## src/rtl/raster_ctrl_pkg.sv

```systemverilog
// rtl/raster_ctrl_pkg.sv - shared types and defaults for the raster frame controller
package raster_ctrl_pkg;

  typedef enum logic [2:0] {
    IDLE,
    WAIT_VSYNC,
    DRAW,
    DRAIN,
    SWAP
  } frame_seq_state_t;

  localparam int DEFAULT_MAX_INFLIGHT = 16;
  localparam int DEFAULT_TIMEOUT_CYC  = 65536;

endpackage

```

## src/rtl/inflight_counter.sv

```systemverilog
// rtl/inflight_counter.sv - saturating up/down triangle credit counter
module inflight_counter #(
  parameter int MAX = 16,
  parameter int W   = $clog2(MAX + 1)
) (
  input  logic         clk,
  input  logic         rst_n,
  input  logic         inc_i,
  input  logic         dec_i,
  input  logic         clr_i,
  output logic [W-1:0] count_o,
  output logic         ovf_o,
  output logic         unf_o
);

  localparam logic [W-1:0] MAX_V = W'(MAX);

  logic [W-1:0] count_q;

  // Error strobes fire only when the move would leave the legal range.
  assign ovf_o   = inc_i && !dec_i && (count_q == MAX_V);
  assign unf_o   = dec_i && !inc_i && (count_q == '0);
  assign count_o = count_q;

  always_ff @(posedge clk or negedge rst_n) begin
    if (!rst_n) begin
      count_q <= '0;
    end else if (clr_i) begin
      count_q <= '0;
    end else if (inc_i && !dec_i && !ovf_o) begin
      count_q <= count_q + 1'b1;
    end else if (dec_i && !inc_i && !unf_o) begin
      count_q <= count_q - 1'b1;
    end
  end

endmodule

```

## src/rtl/frame_sequencer.sv

```systemverilog
// rtl/frame_sequencer.sv - per-frame start, drain detection and buffer swap control
module frame_sequencer
  import raster_ctrl_pkg::*;
#(
  parameter int MAX_INFLIGHT = DEFAULT_MAX_INFLIGHT,
  parameter int CNT_W        = $clog2(MAX_INFLIGHT + 1),
  parameter int TIMEOUT_CYC  = DEFAULT_TIMEOUT_CYC,
  parameter int FRAME_CNT_W  = 16,
  parameter int MISS_W       = 8
) (
  input  logic                   clk,
  input  logic                   rst,
  input  logic                   initial_load_done,
  input  logic                   vsync,
  input  logic                   draw_done,
  input  logic                   tri_in_fire,
  input  logic                   tri_out_fire,
  input  logic                   err_clr,
  output logic                   frame_start,
  output logic                   issue_ok,
  output logic                   buf_swap,
  output logic                   front_buf,
  output logic                   busy,
  output logic [CNT_W-1:0]       inflight,
  output logic [FRAME_CNT_W-1:0] frame_count,
  output logic [MISS_W-1:0]      missed_vsync,
  output logic                   err_overflow,
  output logic                   err_underflow,
  output logic                   err_timeout
);

  localparam int               WD_W    = $clog2(TIMEOUT_CYC + 1);
  localparam logic [WD_W-1:0]  WD_LAST = WD_W'(TIMEOUT_CYC - 1);
  localparam logic [CNT_W-1:0] MAX_V   = CNT_W'(MAX_INFLIGHT);

  frame_seq_state_t       state_q;
  logic                   frame_start_q;
  logic                   front_buf_q;
  logic [FRAME_CNT_W-1:0] frame_count_q;
  logic [MISS_W-1:0]      missed_q;
  logic [WD_W-1:0]        wd_q;
  logic                   err_overflow_q, err_underflow_q, err_timeout_q;
  logic                   ovf_d, unf_d, drained_d, wd_expire_d, vsync_missed_d;

  assign drained_d      = (inflight == '0);
  assign wd_expire_d    = (state_q == DRAIN) && !drained_d && (wd_q == WD_LAST);
  assign vsync_missed_d = vsync && (state_q == DRAW || state_q == DRAIN || state_q == SWAP);

  // A watchdog expiry discards the stuck credits so the next frame starts clean.
  inflight_counter #(
    .MAX (MAX_INFLIGHT),
    .W   (CNT_W)
  ) u_inflight (
    .clk     (clk),
    .rst_n   (rst),
    .inc_i   (tri_in_fire),
    .dec_i   (tri_out_fire),
    .clr_i   (wd_expire_d),
    .count_o (inflight),
    .ovf_o   (ovf_d),
    .unf_o   (unf_d)
  );

  always_ff @(posedge clk or negedge rst) begin
    if (!rst) begin
      state_q         <= IDLE;
      frame_start_q   <= 1'b0;
      front_buf_q     <= 1'b0;
      frame_count_q   <= '0;
      missed_q        <= '0;
      wd_q            <= '0;
      err_overflow_q  <= 1'b0;
      err_underflow_q <= 1'b0;
      err_timeout_q   <= 1'b0;
    end else begin
      frame_start_q   <= 1'b0;
      err_overflow_q  <= (err_overflow_q  && !err_clr) || ovf_d;
      err_underflow_q <= (err_underflow_q && !err_clr) || unf_d;
      err_timeout_q   <= (err_timeout_q   && !err_clr) || wd_expire_d;
      if (vsync_missed_d && (missed_q != '1)) begin
        missed_q <= missed_q + 1'b1;
      end
      case (state_q)
        IDLE:       if (initial_load_done) state_q <= WAIT_VSYNC;
        WAIT_VSYNC: if (vsync) begin
                      state_q       <= DRAW;
                      frame_start_q <= 1'b1;
                    end
        DRAW:       if (draw_done) begin
                      state_q <= DRAIN;
                      wd_q    <= '0;
                    end
        // Swap side effects land on entry so they are visible alongside buf_swap.
        DRAIN:      if (drained_d || wd_expire_d) begin
                      state_q       <= SWAP;
                      front_buf_q   <= ~front_buf_q;
                      frame_count_q <= frame_count_q + 1'b1;
                    end else begin
                      wd_q <= wd_q + 1'b1;
                    end
        SWAP:       state_q <= initial_load_done ? WAIT_VSYNC : IDLE;
        default:    state_q <= IDLE;
      endcase
    end
  end

  assign frame_start   = frame_start_q;
  assign issue_ok      = (state_q == DRAW) && (inflight < MAX_V);
  assign buf_swap      = (state_q == SWAP);
  assign front_buf     = front_buf_q;
  assign busy          = (state_q == DRAW) || (state_q == DRAIN);
  assign frame_count   = frame_count_q;
  assign missed_vsync  = missed_q;
  assign err_overflow  = err_overflow_q;
  assign err_underflow = err_underflow_q;
  assign err_timeout   = err_timeout_q;

endmodule

```

## config.mk

```make
export PLATFORM = sky130hd
export DESIGN_NAME = frame_sequencer
export DESIGN_NICKNAME = d
export VERILOG_FILES = /design/src/rtl/raster_ctrl_pkg.sv /design/src/rtl/inflight_counter.sv /design/src/rtl/frame_sequencer.sv
export SDC_FILE = /design/constraint.sdc
export NUM_CORES = 1
export LEC_CHECK = 0
export CAP_MARGIN = 30
export CORE_ASPECT_RATIO = 1.75
export CORE_MARGIN = 1
export CORE_UTILIZATION = 50
export CTS_BUF_LIST = sky130_fd_sc_hd__clkbuf_16
export CTS_CLUSTER_SIZE = 20
export DETAILED_ROUTE_END_ITERATION = 16
export PLACE_DENSITY = 0.79
export SLEW_MARGIN = 0
export SYNTH_ARGS = -nofsm -noshare
export SYNTH_HDL_FRONTEND = slang
export SYNTH_SLANG_ARGS = --single-unit
```

## constraint.sdc

```tcl
create_clock -name clk -period 6.7 [get_ports clk]
set_input_delay 1.005 -clock clk [delete_from_list [all_inputs] [get_ports clk]]
set_output_delay 1.005 -clock clk [all_outputs]
set_load 0.03 [all_outputs]
```

# Word level (Yosys, flattened, before mapping)
# Index checks and enable logic that the tools add are counted.
[totals] word_cells=76 rom_bits=0 mem_bits_rw=0 latch_bits=0 in_bits=8 ff_bits=54 out_inout_bits=37 mem_count=0
[op_classes] n_reduce_logical=33 eq_ne=12 bitwise_logic=1 n_div=0 n_shift=0 add_sub_neg=5 n_mul=0 muxes=14 n_lt_le_gt_ge=1
[ops] operator="$mux 17" n=2
[ops] operator="$pmux 17 s2" n=1
[ops] operator="$add 17x1->17 const B" n=1
[ops] operator="$eq 17x16->1 const B" n=1
[ops] operator="$add 16x1->16 const B" n=1
[ops] operator="$mux 5" n=3
[ops] operator="$pmux 3 s5" n=1
[ops] operator="$logic_and 1x1->1" n=14
[ops] operator="$mux 3" n=4
[ops] operator="$add 8x1->8 const B" n=1
[ops] operator="$ne 2x2->1 const B" n=4
[ops] operator="$ne 8x8->1 const B" n=1
[ops] operator="$eq 3x2->1 const B" n=2
[ops] operator="$logic_not 1->1" n=6
[ops] operator="$logic_or 1x1->1" n=6
[ops] operator="$add 5x1->5 const B" n=1
[ops] operator="$eq 5x5->1 const B" n=1
[ops] operator="$logic_not 5->1" n=1
[ops] operator="$lt 5x5->1 const B" n=1
[ops] operator="$sub 5x1->5 const B" n=1
[ops] operator="$reduce_and 4->1" n=1
[ops] operator="$eq 3x1->1 const B" n=1
[ops] operator="$eq 3x3->1 const B" n=1
[ops] operator="$logic_not 3->1" n=1
[ops] operator="other kinds (7)" n=9

# Longest topological paths before layout
# Gate-level depths: netlist of the first run.
[depth] ltp_word=8 mapped_depth=11 ltp_nobuf=10

# Modules after synthesis
# Synthesis of the first run repeated with hierarchy kept, for this count alone.
[unflattened] hier_cells=288 area_unflattened_um2=2921.6
[by_module_without_submodules] mod="frame_sequencer" area_per_inst_um2=2494.9 n_inst=1 cells_each=239 seq_area_each_um2=1226.2
[by_module_without_submodules] mod="inflight_counter" area_per_inst_um2=426.7 n_inst=1 cells_each=49 seq_area_each_um2=125.1

# Least setup slack after synthesis of the first run
# Ideal clock, no wire load.
[synth_timing] kind="register -> register" startpoint="register u_inflight.count_q[1] (netlist: u_inflight.count_o[1])" endpoint="register u_inflight.count_q[4] (netlist: u_inflight.count_o[4])" t_required_ns=6.582 t_arrival_ns=2.581 n_path_buf=0 path_stages_with_launch=11 setup_slack_ns=4.001 synth_period_minus_slack_ns=2.699 setup_ns=0.118 cell_sequence="dfrtp_1 > nor4_1 > nand2_1 > nand2_1 > inv_1 > fa_1 > nand2b_1 > o2bb2ai_1 > mux2i_1 > o211ai_1 > a21o_1"
[synth_between] elab_chain_cells=6 word_cells_on_any_way=17 classes_between="2 x add/sub; 1 x eq/ne; 3 x mux; 11 x reduce/logical"
[synth_rtl] element="start, declared" line="inflight_counter.sv:18" source="logic [W-1:0] count_q;"
[synth_rtl] element="start signal, assigned" line="inflight_counter.sv:31" source="count_q <= count_q + 1'b1;"
[synth_rtl] element="start signal, assigned" line="inflight_counter.sv:33" source="count_q <= count_q - 1'b1;"
[synth_rtl] element="branches (longest 6 deep; another with $sub 5x1->5)"
# Parallel ways; which one is timed is not known. The select of a mux whose other input is x is not followed.
# A chain may end at the register's enable or synchronous reset.

# Worst setup path after layout of the first run
[layout_timing] startpoint="register wd_q[0]" endpoint="register wd_q[4]"
[layout_between] elab_chain_cells=5 word_cells_on_any_way=8 classes_between="1 x add/sub; 2 x eq/ne; 2 x mux; 3 x reduce/logical"
[layout_rtl] element="start, declared" line="frame_sequencer.sv:41" source="logic [WD_W-1:0] wd_q;"
[layout_rtl] element="start signal, assigned" line="frame_sequencer.sv:99" source="wd_q <= wd_q + 1'b1;"
[layout_rtl] element="branches (longest 5 deep; another with $add 17x1->17)"
# Parallel ways; which one is timed is not known. The select of a mux whose other input is x is not followed.

==> metrics list, run 1 <==
- Summed over all nets, the half-perimeter wirelength after detailed placement is 3980 microns.
* Number of input and output port buffers inserted: 44
* Top cells by area, synth: sky130_fd_sc_hd__dfrtp_1 49%, sky130_fd_sc_hd__xnor2_1 5.7%, sky130_fd_sc_hd__o21ai_0 3.8%
* First element of the critical path: wd_q[0]$_DFFE_PN0P_
- The setup check on the worst reg-to-reg path leaves a slack of 3560 ps.
- Among all flip-flop cells after synthesis, the most frequent one is sky130_fd_sc_hd__dfrtp_1.
* Mapped cell area: 2760 sq um
- The area growth from synthesis to layout is 24.5%.
- The via count of the first global-routing pass came to 2,162.
- Most frequent cells after synthesis: 54 x sky130_fd_sc_hd__dfrtp_1, 21 x sky130_fd_sc_hd__nand2_1, 21 x sky130_fd_sc_hd__o21ai_0
* Worst r2r path cells: 10
* Type of the setup path with the least slack: reg2reg
* Warning count from the yosys run: 0
- Highest fanout seen on the critical path: 14
* Part of the power in combinational logic: 41.0%
- In this run, CTS created clock tree buffers numbering 5.
- The run finished with clean final reports.
* Worst setup EP type: flop
* Min-Delay Path Depth: 1
- Clock-pin slew was measured on the worst setup and hold paths at 70 ps.
- Synthesis handed over a netlist of 266 instances.
- DRC: 0
- Number of placed I/O pins: 45
- Total count of hold-check failures in the final report: 0
- Final weighted congestion in routability-driven placement: 0.850
- The die covers 5830 sq um.
* Switching part of the total: 40.4%
* Remaining antenna violation count after routing: 0
* Clock insertion delay at the later pin of the skew report: 290 ps
- The routed layout has 2,175 vias.
- Most frequent CP cell: sky130_fd_sc_hd__ha_1
* Hold bufs inserted after CTS: 0
- In this run the horizontal extent of the chip is 58.2 microns.
* # nets final: 330
* Max Cap Violations: 0
- Via count normalized by instance count: 5.59
- Sequential elements use 49.0% of the synthesized area.
- Post-synth net total: 282
* Relative contribution of the clock network to total power: 22.0%
- The synthesized design contains 0 enable-type register cells.
- The initial utilization of the core area, before any placement, comes to 52.1%.
- Sequential share of power: 37.0%
- The floorplan step defined a core boundary enclosing 5300 sq um.
- The number of antenna violations at the first check in global routing is 0.
- CP required: 6870 ps
- Iter 0 DRT Violations: 55
- Max transition margin: 42.5%
- Setup-failing EPs final: 0
- Max-slew violations: 0
- The slowest stage of the critical path is the sky130_fd_sc_hd__nor2_1 cell.
- The tree is rooted in a sky130_fd_sc_hd__clkbuf_16.
* Number of optimization iterations in the first detailed-route pass: 4
* Share of Yosys cell area claimed by the top area cell type: 49.0%
* Arrival time worst endpoint: 3320 ps
* End point of the critical path: wd_q[4]$_DFFE_PN0P_
* Worst clock skew: 6.25 ps
* Cell count after placement: 381
- Tmin final: 3140 ps
- Buffers added to address setup during post-CTS repair amount to 0.
* Synthesis-stage register bit count: 54
- Worst Hold Class: reg2reg
* Wire length of the first global-routing pass: 10,400 microns
* Synthesized area divided by synthesized cell count: 10.4 sq um
* Areal power density over the cells: 388 nW/um^2
- Yosys instantiated no cell more often than sky130_fd_sc_hd__dfrtp_1.
* Internal power of the cells: 794 uW
* Type of element launching the critical path: flop
- Cells along the critical path: ha_1 -> nand2_1 -> nor3_1 -> and3_1 -> ha_1 -> a211oi_1 -> buf_4 -> nor2_1 -> o21ai_0 -> o41ai_1
- The post-route netlist has 7.30% of its cells at a drive strength greater than 1.
- In this design, the stage delay of the slowest critical-path cell is 680 ps.
- Worst IR Drop VDD: 0.341 mV
* Global-route congestion overflow total: 0
* Leakage power figure: 1.52 nW
- Final cycle utilization of the critical path: 46.9%
- Inserted Diodes: 0
* Largest net degree at the start of global routing: 55
- Total GRT Usage: 22.9%
- Counting every sink on the clock net gives 54.
- Setup repair after global routing missed its margin: false
* Achievable Freq: 318 MHz
* Drt wl/cell: 15.4 microns
- Summed over all nets, the switching power comes to 538 uW.
- Final std cells w/o fill: 389
- Height of the die: 100 microns
- Post-detailed-routing wire length: 6010 microns
- Reg-to-reg startpoint: wd_q[0]$_DFFE_PN0P_
- Standard-cell rows: 35
- Post-CTS Resized: 0
- Synth async-reset ratio: 100%
* CTS tree: built
- In the final timing run, aggregate negative setup slack is 0 ps.
* Maximum buffer depth of the clock tree: 2
- The H-tree generated during clock tree synthesis spans 2 levels.
- Summed over all instances, the cell type with the most area after synthesis is sky130_fd_sc_hd__dfrtp_1.
* Capture instance of the worst register-to-register path: wd_q[4]$_DFFE_PN0P_
- Slew at the pin closest to its max-slew limit: 859 ps
* Count of distinct cell types in the synthesized netlist: 48
==> sequential cells by signal (all words and copies together), names as in the netlist <==
signal / cells
wd_q: 17
frame_count: 16
missed_vsync: 8
u_inflight.count_o: 5
state_q: 3
err_overflow: 1
err_timeout: 1
err_underflow: 1
frame_start: 1
front_buf: 1
==> critical path, delay by kind of cell (launching register included) <==
kind,cells,cell delay [ps]
and+or+nand+nor,4,1590
DFF,1,410
adders and majority gates,2,440
buffers and inverters,1,210
AOI/OAI and AO/OA,3,380
==> layer usage <==
metal  global-route usage [%]  up-vias  share of wire [%]
li1                         -     1041                  -
met1                     27.2     1073                 40
met2                     40.0       48                 53
met3                     4.25       13                4.1
met4                     9.34        0                2.1
met5                        0        -                  0
==> power by group through the flow <==
stage	Combinational, mW	Sequential [mW]	Clock [mW]
after floorplan	0.290	0.558	0
after global placement	0.529	0.492	0
after detailed placement	0.540	0.495	0
after CTS	0.547	0.492	0.299
after global routing	0.599	0.505	0.309
final	0.546	0.493	0.294
==> metrics by stage <==
step	util (%)	hold slack (ps)	total power [mW]	setup slack, ps	instance area [sq um]
6_report	64.8	469	1.33	3560	3440
5_1_grt	64.8	489	1.41	3300	3440
4_1_cts	64.8	479	1.34	3590	3440
3_5_place_dp	61.7	463	1.03	3460	3270
3_3_place_gp	61.7	458	1.02	3540	3270
2_1_floorplan	-	442	0.848	4000	2760
==> how the worst min path moves through the flow <==
stage                                      from                    end  slack (ps)
after floorplan            wd_q[15]$_DFFE_PN0P_   wd_q[15]$_DFFE_PN0P_         440
after global placement    front_buf$_DFFE_PN0P_  front_buf$_DFFE_PN0P_         460
after detailed placement  front_buf$_DFFE_PN0P_  front_buf$_DFFE_PN0P_         460
after CTS                 front_buf$_DFFE_PN0P_  front_buf$_DFFE_PN0P_         480
after global routing      front_buf$_DFFE_PN0P_  front_buf$_DFFE_PN0P_         490
final                     front_buf$_DFFE_PN0P_  front_buf$_DFFE_PN0P_         470
==> cell usage in the layout, fill, tap and decap left out, types with 7 or more instances in the layout <==
| cell type | count |
|---|---|
| sky130_fd_sc_hd__xnor2_1 | 18 |
| sky130_fd_sc_hd__nor3_1 | 7 |
| sky130_fd_sc_hd__clkdlybuf4s50_1 | 43 |
| sky130_fd_sc_hd__o21ai_0 | 21 |
| sky130_fd_sc_hd__a21oi_1 | 8 |
| sky130_fd_sc_hd__xor2_1 | 10 |
| sky130_fd_sc_hd__inv_1 | 13 |
| sky130_fd_sc_hd__ha_1 | 7 |
| sky130_fd_sc_hd__dfrtp_1 | 54 |
| sky130_fd_sc_hd__nor2_1 | 20 |
| sky130_fd_sc_hd__nand3_1 | 10 |
| sky130_fd_sc_hd__nand4_1 | 10 |
| sky130_fd_sc_hd__and3_1 | 9 |
| sky130_fd_sc_hd__nand2_1 | 21 |
==> kinds of logic after synthesis <==
kind of cell / Yosys count / synth area share, %
adder cells (fa/ha/maj): 8 / 3.90
AO/OA/AOI/OAI: 51 / 12.2
AND/OR/NAND/NOR: 101 / 20.4
buffers and inverters: 18 / 3.13
flip-flops: 54 / 49.0
XOR/XNOR: 29 / 9.47
multiplexers: 5 / 1.90
==> cell type report <==
class | instances | area [sq um]
fill | 427 | 1860
tap | 74 | 92.6
multi-input combinational | 194 | 1320
timing repair buffer | 47 | 458
sequential | 54 | 1350
clock inverter | 3 | 41.3
clock buffer | 5 | 125
inverter | 12 | 45.0
Power figures use the tool's default switching activity.
==> run 2: changes to the inputs <==
==> constraint.sdc (replaced) <==
create_clock -name clk -period 3.2 [get_ports clk]
set_input_delay 0.48 -clock clk [delete_from_list [all_inputs] [get_ports clk]]
set_output_delay 0.48 -clock clk [all_outputs]
set_load 0.03 [all_outputs]
==> run 2 against run 1 <==
Sequential share of layout area shrank 0.23 points. Register-to-register slack got worse by 3200 ps. Clock skew rose by 0.95 ps. Critical endpoint is now frame_count[6]$_DFFE_PN0P_. Largest cell class unchanged. Highest routed layer unchanged.
==> metrics list, run 2 (same netlist as run 1, synthesis figures left out) <==
- The wire length of the first global-routing pass was 10,100 microns (-2.9%).
- The final cycle utilization of the critical path is 90.1% (+43 points).
- Leading cell types in the layout, fill and taps excluded: 54 x sky130_fd_sc_hd__dfrtp_1, 43 x sky130_fd_sc_hd__clkdlybuf4s50_1, 21 x sky130_fd_sc_hd__nand2_1, 21 x sky130_fd_sc_hd__o21ai_0, 20 x sky130_fd_sc_hd__nor2_1
- The highest net fanout along the worst path was 9 (-5).
- Worst hold slack: 135 ps (-334 ps)
- The setup TNS after final layout came to 0 ps (unchanged).
- Worst clock skew: 7.20 ps (+0.951 ps)
- The routability congestion estimate from global placement is 0.833 (-2.1%).
- Worst Hold Class: in2async
* Max transition margin: 55.2% (+13 points)
* Hold bufs inserted after CTS: 0 (unchanged)
* Number of optimization iterations in the first detailed-route pass: 4 (unchanged)
* Die area: 5830 sq um (unchanged)
- The flip-flop count of the largest register after layout came to 17 (unchanged).
* Clock sink count: 54 (unchanged)
- The height of the die was 100 microns (unchanged).
- The max-cap violation count is 0 (unchanged).
* CTS tree: built
- Among all stages on the critical path, the largest delay is contributed by sky130_fd_sc_hd__and3_1.
* Slew at the pin closest to its max-slew limit: 668 ps (-191 ps)
- Core outline area: 5300 sq um (unchanged)
* Worst IR Drop VDD: 0.514 mV (+51%)
- met2 is the most crowded layer.
- The number of setup buffers added after CTS came to 0 (unchanged).
- The number of antenna violations at the first check in global routing is 0 (unchanged).
- Clock insertion delay at the later pin of the skew report: 290 ps (about the same)
- Hpwl dp: 4200 microns (+5.4%)
- Post-detailed-routing wire length: 6030 microns (+0.38%)
* Inserted Diodes: 0 (unchanged)
* CP required: 3380 ps (-3490 ps)
- Iter 0 DRT Violations: 66 (+20%)
- The number of H-tree levels came to 2 (unchanged).
* Met2 track demand over resource: 39.5% (-0.44 points)
- Cells along the critical path: ha_1 -> nand2_1 -> nor3_2 -> and3_1 -> ha_1 -> nand4b_1 -> o41ai_4 -> and3_1 -> nand4_4 -> xnor2_2
- The total global-route track usage was 22.2% (-0.75 points).
* Most common library cell in the layout ignoring fill and taps: sky130_fd_sc_hd__dfrtp_1
* Reg clk slew, reported paths: 70 ps (about the same)
* Setup-failing EPs final: 0 (unchanged)
* Setup repair after global routing missed its margin: false
- The final-report hold violation count is 0 (unchanged).
- The number of vias per cell after detailed routing was 5.61 (+0.40%).
- Global routing usage on met3: 3.48% (-0.77 points)
* Type of the setup path with the least slack: reg2reg
* GR met1 Demand/Resource: 26.0% (-1.2 points)
- The via count is 2,195 (+0.92%).
- The fraction of layout instances using a drive strength above 1 came to 8.20% (+0.90 points).
- Slowest Stage Delay on Critical Path: 460 ps (-220 ps)
- The number of pins with negative max-slew slack in the final report came to 0 (unchanged).
* Top reg by flops: wd_q
- The sum of overflow across all layers after global routing was 0 (unchanged).
- DRC: 0 (unchanged)
* Largest net degree at the start of global routing: 36 (-35%)
- Initial Util: 52.1% (unchanged)
* Tmin final: 2880 ps (-260 ps)
- The arrival time reported for the critical path endpoint was 3060 ps (-260 ps).
* Vias in the first global route: 2,185 (+1.1%)
* Type of element launching the critical path: flop
* Count of filler cells inserted in the layout: 430 (+0.70%)
* Leakage power figure: 1.53 nW (+0.62%)
- The root buffer cell chosen for the clock tree is sky130_fd_sc_hd__clkbuf_16.
- Number of input and output port buffers inserted: 44 (unchanged)
- Area grow syn2layout: 25.2%
- Standard-cell rows: 35 (unchanged)
* Maximum buffer depth of the clock tree: 2 (unchanged)
- Drt wl/cell: 15.4 microns (-0.13%)
* Run status: completed
- Clock buffer count from CTS: 5 (unchanged)
- Areal power density over the cells: 811 nW/um^2 (+110%)
- The horizontal extent of the die was 58.2 microns (unchanged).
- The I/O pin total was 45 (unchanged).
- The net count reported at finish was 332 (+0.61%).
- Remaining antenna violation count after routing: 0 (unchanged)
- The worst setup path is captured at a flop.
- Achievable Freq: 347 MHz (+9.0%)
-- run 2: cell types whose count changed in the layout (fill, tap and decap cells not counted) --
cell | previous run | this run
sky130_fd_sc_hd__buf_4 | 3 | 5
sky130_fd_sc_hd__nor3_1 | 7 | 6
sky130_fd_sc_hd__nor3_2 | 0 | 1
-- run 2: path summary, 6_finish.rpt --
kind / start / endpoint / slack [ps] / cells after the start
max: wd_q[0]$_DFFE_PN0P_ / frame_count[6]$_DFFE_PN0P_ / 320 / 10
min: rst / err_timeout$_DFF_PN0_ / 130 / 1
max reg2reg: wd_q[0]$_DFFE_PN0P_ / frame_count[6]$_DFFE_PN0P_ / 320 / 10
min reg2reg: front_buf$_DFFE_PN0P_ / front_buf$_DFFE_PN0P_ / 470 / 1
max in group asynchronous: rst / frame_count[10]$_DFFE_PN0P_ / 2250 / 2
min in group clk: front_buf$_DFFE_PN0P_ / front_buf$_DFFE_PN0P_ / 470 / 1
-- run 2: metrics by stage --
| step | util, % | setup slack (ps) | power [mW] | cell area (sq um) | std cells |
|---|---|---|---|---|---|
| floorplan | - | 501 | 1.78 | 2760 | 266 |
| global placement | 62.0 | 312 | 2.17 | 3280 | 383 |
| detailed placement | 62.0 | 210 | 2.20 | 3280 | 383 |
| CTS | 65.1 | 138 | 2.81 | 3450 | 391 |
| global route | 65.2 | 99.8 | 2.95 | 3460 | 391 |
| finish | 65.2 | 316 | 2.80 | 3460 | 391 |
-- run 2: cell type report --
class,instances,area (sq um),share of cell area [%]
clock inverters,3,41.3,1.19
well taps,74,92.6,2.68
inverters,12,45.0,1.30
multi-input cells,194,1330,38.4
flip-flops and latches,54,1350,39.1
clock buffers,5,125,3.62
repair buffers,49,473,13.7
-- run 2: critical path: cells and delay by family, from the launching register on --
kind / cells / cell delay, ps
flip-flops: 1 / 400
XOR/XNOR: 1 / 150
AND/OR/NAND/NOR: 6 / 1570
AO/OA/AOI/OAI: 1 / 200
adder cells (fa/ha/maj): 2 / 440
-- run 2: layer usage --
metal  up-vias  part of all wire (%)
met2        48                    53
met4         0                   1.9
li1       1054                     -
met1      1083                    42
met3        10                   3.1
met5         -                     0
-- run 2: repair_timing --
action	4_1_cts	5_1_grt
gates resized for setup	0	1
endpoints found under the hold margin	0	0
setup endpoints to repair	0	6
-- run 2: power breakdown --
| group | internal (mW) | switching, mW | total, mW |
|---|---|---|---|
| clock network | 0.366 | 0.237 | 0.604 |
| registers | 0.827 | 0.203 | 1.03 |
| logic | 0.494 | 0.673 | 1.17 |
